===== config.mk =====
export PLATFORM = sky130hd
export DESIGN_NAME = mrd_sink_flat
export DESIGN_NICKNAME = d
export VERILOG_FILES = /design/src/rtl/mrd_sink_if.sv /design/src/rtl/mrd_sink.sv /design/src/flat_wrapper.sv
export SDC_FILE = /design/constraint.sdc
export NUM_CORES = 1
export LEC_CHECK = 0
export ABC_AREA = 0
export CAP_MARGIN = 20
export CORE_ASPECT_RATIO = 0.7
export CORE_UTILIZATION = 52
export CTS_CLUSTER_DIAMETER = 120
export DETAILED_ROUTE_END_ITERATION = 12
export HOLD_SLACK_MARGIN = 0.15
export PLACE_DENSITY = 0.85
export SYNTH_ARGS = -nofsm -noshare
export SYNTH_HDL_FRONTEND = slang
export SYNTH_SLANG_ARGS = --single-unit

===== constraint.sdc =====
create_clock -name clk -period 8.35 [get_ports clk]
set_input_delay 1.67 -clock clk [delete_from_list [all_inputs] [get_ports clk]]
set_output_delay 1.67 -clock clk [all_outputs]
set_load 0.02 [all_outputs]

===== src/rtl/mrd_sink_if.sv =====
// rtl/mrd_sink_if.sv - sample stream into the DFT ingress stage.
interface mrd_sink_if #(
  parameter int DW    = 18,
  parameter int PTS_W = 12
);
  logic             in_valid;
  logic             in_sop;
  logic             in_eop;
  logic [DW-1:0]    in_real;
  logic [DW-1:0]    in_imag;
  logic [PTS_W-1:0] in_dftpts;
  logic             in_inverse;
  logic             in_ready;

  modport master (
    output in_valid, in_sop, in_eop, in_real, in_imag, in_dftpts, in_inverse,
    input  in_ready
  );

  modport slave (
    input  in_valid, in_sop, in_eop, in_real, in_imag, in_dftpts, in_inverse,
    output in_ready
  );
endinterface


===== src/rtl/mrd_sink.sv =====
// rtl/mrd_sink.sv - frame ingress: framing checks and scatter of samples into
// the 5-bank data memory (sample n -> bank n%NBANK, addr n/NBANK).
module mrd_sink #(
  parameter int DW      = 18,
  parameter int PTS_W   = 12,
  parameter int NBANK   = 5,
  parameter int AW      = 10,
  parameter int MAX_PTS = 1200
) (
  input  logic             clk,
  input  logic             rst,
  input  logic             sink_en_i,
  mrd_sink_if.slave        st_i,
  output logic             wr_en_o,
  output logic [2:0]       wr_bank_o,
  output logic [AW-1:0]    wr_addr_o,
  output logic [DW-1:0]    wr_real_o,
  output logic [DW-1:0]    wr_imag_o,
  output logic [PTS_W-1:0] frm_dftpts_o,
  output logic             frm_inverse_o,
  output logic             frame_done_o,
  output logic             frm_err_o
);

  typedef enum logic [1:0] {IDLE, RECV, DROP, DONE} state_t;

  state_t           state_q, state_d;
  logic [PTS_W-1:0] cnt_q, cnt_d;
  logic [2:0]       bank_q, bank_d;
  logic [AW-1:0]    addr_q, addr_d;
  logic [PTS_W-1:0] pts_q, pts_d;
  logic             inv_q, inv_d;
  logic             wr_en_q, wr_en_d;
  logic [2:0]       wr_bank_q, wr_bank_d;
  logic [AW-1:0]    wr_addr_q, wr_addr_d;
  logic [DW-1:0]    wr_real_q, wr_real_d;
  logic [DW-1:0]    wr_imag_q, wr_imag_d;
  logic             done_q, done_d;
  logic             err_q, err_d;

  logic             acc;
  logic             legal;
  logic             start;
  logic             wr;
  logic             last;
  logic [PTS_W-1:0] n;
  logic [PTS_W-1:0] p;
  logic [2:0]       wb;
  logic [AW-1:0]    wa;

  assign st_i.in_ready = sink_en_i & (state_q != DONE);
  assign acc           = st_i.in_valid & st_i.in_ready;
  assign legal         = (st_i.in_dftpts != '0) &&
                         (st_i.in_dftpts <= PTS_W'(MAX_PTS));

  always_comb begin
    state_d   = state_q;
    cnt_d     = cnt_q;
    bank_d    = bank_q;
    addr_d    = addr_q;
    pts_d     = pts_q;
    inv_d     = inv_q;
    wr_en_d   = 1'b0;
    wr_bank_d = wr_bank_q;
    wr_addr_d = wr_addr_q;
    wr_real_d = wr_real_q;
    wr_imag_d = wr_imag_q;
    err_d     = 1'b0;
    done_d    = (state_q == DONE);
    start     = 1'b0;
    wr        = 1'b0;
    last      = 1'b0;
    n         = cnt_q;
    p         = pts_q;
    wb        = bank_q;
    wa        = addr_q;

    case (state_q)
      IDLE: if (acc) begin
        if (st_i.in_sop) start = 1'b1;
        else             err_d = 1'b1;
      end
      RECV: if (acc) begin
        if (st_i.in_sop) begin
          start = 1'b1;
          err_d = 1'b1;
        end else begin
          wr = 1'b1;
        end
      end
      DROP: if (acc && st_i.in_eop) state_d = IDLE;
      DONE: state_d = IDLE;
      default: state_d = IDLE;
    endcase

    // Every sop restarts the address generator, even when the frame is rejected.
    if (start) begin
      cnt_d  = '0;
      bank_d = '0;
      addr_d = '0;
      wb     = '0;
      wa     = '0;
      if (legal) begin
        pts_d = st_i.in_dftpts;
        inv_d = st_i.in_inverse;
        n     = '0;
        p     = st_i.in_dftpts;
        wr    = 1'b1;
      end else begin
        err_d   = 1'b1;
        state_d = st_i.in_eop ? IDLE : DROP;
      end
    end

    if (wr) begin
      wr_en_d   = 1'b1;
      wr_bank_d = wb;
      wr_addr_d = wa;
      wr_real_d = st_i.in_real;
      wr_imag_d = st_i.in_imag;
      cnt_d     = n + PTS_W'(1);
      if (wb == 3'(NBANK - 1)) begin
        bank_d = '0;
        addr_d = wa + AW'(1);
      end else begin
        bank_d = wb + 3'd1;
        addr_d = wa;
      end
      last = (n == p - PTS_W'(1));
      if (st_i.in_eop) begin
        if (last) begin
          state_d = DONE;
        end else begin
          err_d   = 1'b1;
          state_d = IDLE;
        end
      end else if (last) begin
        err_d   = 1'b1;
        state_d = DROP;
      end else begin
        state_d = RECV;
      end
    end
  end

  always_ff @(posedge clk) begin
    if (rst) begin
      state_q   <= IDLE;
      cnt_q     <= '0;
      bank_q    <= '0;
      addr_q    <= '0;
      pts_q     <= '0;
      inv_q     <= 1'b0;
      wr_en_q   <= 1'b0;
      wr_bank_q <= '0;
      wr_addr_q <= '0;
      wr_real_q <= '0;
      wr_imag_q <= '0;
      done_q    <= 1'b0;
      err_q     <= 1'b0;
    end else begin
      state_q   <= state_d;
      cnt_q     <= cnt_d;
      bank_q    <= bank_d;
      addr_q    <= addr_d;
      pts_q     <= pts_d;
      inv_q     <= inv_d;
      wr_en_q   <= wr_en_d;
      wr_bank_q <= wr_bank_d;
      wr_addr_q <= wr_addr_d;
      wr_real_q <= wr_real_d;
      wr_imag_q <= wr_imag_d;
      done_q    <= done_d;
      err_q     <= err_d;
    end
  end

  assign wr_en_o       = wr_en_q;
  assign wr_bank_o     = wr_bank_q;
  assign wr_addr_o     = wr_addr_q;
  assign wr_real_o     = wr_real_q;
  assign wr_imag_o     = wr_imag_q;
  assign frm_dftpts_o  = pts_q;
  assign frm_inverse_o = inv_q;
  assign frame_done_o  = done_q;
  assign frm_err_o     = err_q;

endmodule

===== src/flat_wrapper.sv =====
// flat-port wrapper written by rule: the top's interface ports become plain ports
module mrd_sink_flat 
#(
  parameter int DW      = 18,
  parameter int PTS_W   = 12,
  parameter int NBANK   = 5,
  parameter int AW      = 10,
  parameter int MAX_PTS = 1200
)
  (clk, rst, sink_en_i, wr_en_o, wr_bank_o, wr_addr_o, wr_real_o, wr_imag_o, frm_dftpts_o, frm_inverse_o, frame_done_o, frm_err_o, st_i_in_valid, st_i_in_sop, st_i_in_eop, st_i_in_real, st_i_in_imag, st_i_in_dftpts, st_i_in_inverse, st_i_in_ready);
  mrd_sink_if #(.DW(DW), .PTS_W(PTS_W)) st_i_i ();
  input  logic clk;
  input  logic rst;
  input  logic sink_en_i;
  output logic wr_en_o;
  output logic [2:0] wr_bank_o;
  output logic [AW-1:0] wr_addr_o;
  output logic [DW-1:0] wr_real_o;
  output logic [DW-1:0] wr_imag_o;
  output logic [PTS_W-1:0] frm_dftpts_o;
  output logic frm_inverse_o;
  output logic frame_done_o;
  output logic frm_err_o;
  input wire logic [$bits(st_i_i.in_valid)-1:0] st_i_in_valid;
  input wire logic [$bits(st_i_i.in_sop)-1:0] st_i_in_sop;
  input wire logic [$bits(st_i_i.in_eop)-1:0] st_i_in_eop;
  input wire logic [$bits(st_i_i.in_real)-1:0] st_i_in_real;
  input wire logic [$bits(st_i_i.in_imag)-1:0] st_i_in_imag;
  input wire logic [$bits(st_i_i.in_dftpts)-1:0] st_i_in_dftpts;
  input wire logic [$bits(st_i_i.in_inverse)-1:0] st_i_in_inverse;
  output wire logic [$bits(st_i_i.in_ready)-1:0] st_i_in_ready;
  assign st_i_i.in_valid = st_i_in_valid;
  assign st_i_i.in_sop = st_i_in_sop;
  assign st_i_i.in_eop = st_i_in_eop;
  assign st_i_i.in_real = st_i_in_real;
  assign st_i_i.in_imag = st_i_in_imag;
  assign st_i_i.in_dftpts = st_i_in_dftpts;
  assign st_i_i.in_inverse = st_i_in_inverse;
  assign st_i_in_ready = st_i_i.in_ready;
  mrd_sink #(.DW(DW), .PTS_W(PTS_W), .NBANK(NBANK), .AW(AW), .MAX_PTS(MAX_PTS)) u_core (.clk(clk), .rst(rst), .sink_en_i(sink_en_i), .st_i(st_i_i), .wr_en_o(wr_en_o), .wr_bank_o(wr_bank_o), .wr_addr_o(wr_addr_o), .wr_real_o(wr_real_o), .wr_imag_o(wr_imag_o), .frm_dftpts_o(frm_dftpts_o), .frm_inverse_o(frm_inverse_o), .frame_done_o(frame_done_o), .frm_err_o(frm_err_o));
endmodule

==> metrics.yaml <==
dpl_cell_area_um2: 5554
setup_violations: 0
yosys.area_share.simple: 0.2734
finalCoreUtilization: 0.7348
tightest_slew_ns: 0.9178
postCtsHoldBufs: 0
ys_dominant_reg_cell: "dfxtp_1"
cts_made_buffers: 9
leakagePower_nw: 2.106
dp_hpwl_mm: 8.204
clock-sinks: 92
synth-seq-area-share: 0.4272
cts_setup_buffers: 0
port_buffers: 120
synth_top_family_by_area: "simple AND/OR/NAND/NOR gates"
gp_congestion: 0.9056
synthDistinctLibCells: 58
cp_max_fo: 13
start_kind: "input pin"
peakVddDrop_uv: 166.1
syn2layout_area_growth_pct: 35.29
setup_tns_ns: 0
holdPathStages: 2
antennaDiodeCount: 0
ys.warnings.count: 0
fp.dieH_um: 78.19
arrival_ns: 5.92
stdcell_area_um2: 5833
cp.required_ns: 8.53
avgSynthCellArea_um2: 8.105
yosysMostFrequentCell: "nand2_1"
overflow: 0
grt_util_all_layers: 0.2743
grt_pass1_wl_mm: 18.93
drv_slew: 0
synth_nets: 594
period_share: 0.6870
routedWlPerCell_um: 15.75
synth_fa_ha_area_frac: 0.02031
relSlewSlack: 0.3859
status: "finished, final reports clean"
yosys_register_bits: 92
coreArea_um2: 7939
finalHoldViolCount: 0
synth_common_cells: "nand2_1 (110), dfxtp_1 (92), a21oi_1 (54), nor2_1 (43), nand3_1 (30)"
muxShareOfSynthArea: 0.03714
vias_per_cell: 5.671
n_fill_cell: 585
cts_root_buffer: "clkbuf_16"
cts-resized-gates: 0
final_antenna_net_count: 0
max_freq_ghz: 0.1743
maxCapViolations: 0
htree_levels: 3
fin_nets: 699
async_reset_ff_frac: 0
grt_max_degree: 80
drc: 0
hold-worst-slack_ns: 0.4496
synth_compound_area_frac: 0.1526
io_pins: 121
drive_gt1_frac: 0.05148
path_class: "in2reg"
multiInputGateArea_um2: 2326
vias: 4208
synth-xor-area-share: 0.05281
syn_area_um2: 4312
hp-class: "reg2reg"
rows: 27
fp.dieW_um: 110.8
powerDensity_nw_per_um2: 156.7
dr.pass1.iters: 5
synth_cells: 532
crit_path_end_kind: "register"
regArea_um2: 1842
clock_latency_ns: 0.34
antenna_found_initial: 0
rsz0062_at_grt: "false"
timing.final.crit_period_ns: 5.736
clkTransAtPathRegs_ns: 0.06
grt_pass1_vias: 3821
fp.dieArea_um2: 8666
start_util: 0.5431
drt-total-wl_mm: 11.69
yosys-top-cells-area: "dfxtp_1 (43%), nand2_1 (9.6%), a21oi_1 (6.3%)"
synth_top_area_frac: 0.4272
drtIter0Drc: 339
clk_path_buf_depth: 2
cts_tree: "built"
ff2ff_path_depth: 15
synth_top_cell_by_area: "dfxtp_1"
synth_edf_count: 0
clock-skew-final_ns: 0.004373
==> area by class of cell <==
class                           instances  area share
Multi-Input combinational cell        402      0.3988
Sequential cell                        92      0.3157
Timing Repair Buffer                  125      0.2115
Clock buffer                           12     0.04397
Tap cell                              101     0.02166
Inverter                                7    0.004505
Clock inverter                          3    0.003861
==> path summary, 6_finish.rpt <==
| path | start | endpoint | slack [ns] |
|---|---|---|---|
| worst max register to register | u_core.state_q[1]$_SDFF_PP0_ | u_core.state_q[0]$_SDFF_PP0_ | 4.15 |
| worst min-delay path | u_core.wr_real_o[15]$_SDFFE_PP0N_ | u_core.wr_real_o[15]$_SDFFE_PP0N_ | 0.45 |
| worst max-delay path | sink_en_i | u_core.state_q[0]$_SDFF_PP0_ | 2.61 |
| worst min register to register | u_core.wr_real_o[15]$_SDFFE_PP0N_ | u_core.wr_real_o[15]$_SDFFE_PP0N_ | 0.45 |
==> flip-flops by register name (all words and copies together), names as in the netlist, 2 cells and up <==
signal and count:
u_core.state_q 2, u_core.wr_bank_o 3, u_core.bank_q 3, u_core.cnt_q 12, u_core.wr_imag_o 18, u_core.wr_addr_o 10
u_core.wr_real_o 18, u_core.frm_dftpts_o 12, u_core.addr_q 10
==> worst max-delay path: stages <==
cell and delay [ns]:
clkdlybuf4s50_1 0.60, nand4b_1 0.50, nor2_1 0.50, nand3_2 0.22, mux2i_1 0.27, ha_1 0.30, nor3b_1 0.49, mux2i_1 0.15
o22ai_1 0.18, o211ai_1 0.13, o22ai_2 0.23, nand2_1 0.07, nor2_1 0.17, ha_1 0.27, nand2_1 0.08, a21oi_1 0.09
==> routing by layer <==
metal / share of wire / GRT usage
met3: 0.090 / 0.08958
met4: 0.026 / 0.1053
met1: 0.44 / 0.3538
met2: 0.45 / 0.4273
met5: 0 / 0
==> layout by cell type, fill, tap and decap left out, drive strengths merged, types with 6 or more instances in the layout <==
cell and count:
clkbuf 12, xor2 9, mux2i 16, xnor2 17, nand3 32, buf 6
o21ai 17, clkdlybuf4s50 119, nor2 44, a31oi 6, inv 7, nor2b 6
or3 9, dfxtp 92, ha 7, nand2 110, a21oi 54
==> cells by family after synthesis <==
logic type	Yosys count
adders and majority gates	7
xor gates and xnor gates	26
buffers and inverters	38
muxes	16
AOI/OAI and AO/OA	109
and+or+nand+nor	244
DFF	92
==> metrics by stage <==
step | std cells | setup slack, ns | power, W
floorplan | 532 | 3.541 | 0.0004968
global placement | 727 | 2.692 | 0.0005409
detailed placement | 727 | 2.400 | 0.0005430
CTS | 742 | 2.718 | 0.0009206
global route | 742 | 2.385 | 0.0009457
finish | 742 | 2.614 | 0.0009140
==> where the power goes <==
part	switching [W]	leakage [nW]	internal, W
combinational	0.0000441	1.23	0.0000440
clock	0.000162	0.139	0.000217
sequential	0.00000365	0.742	0.000443
(Power assumes the default switching activity.)
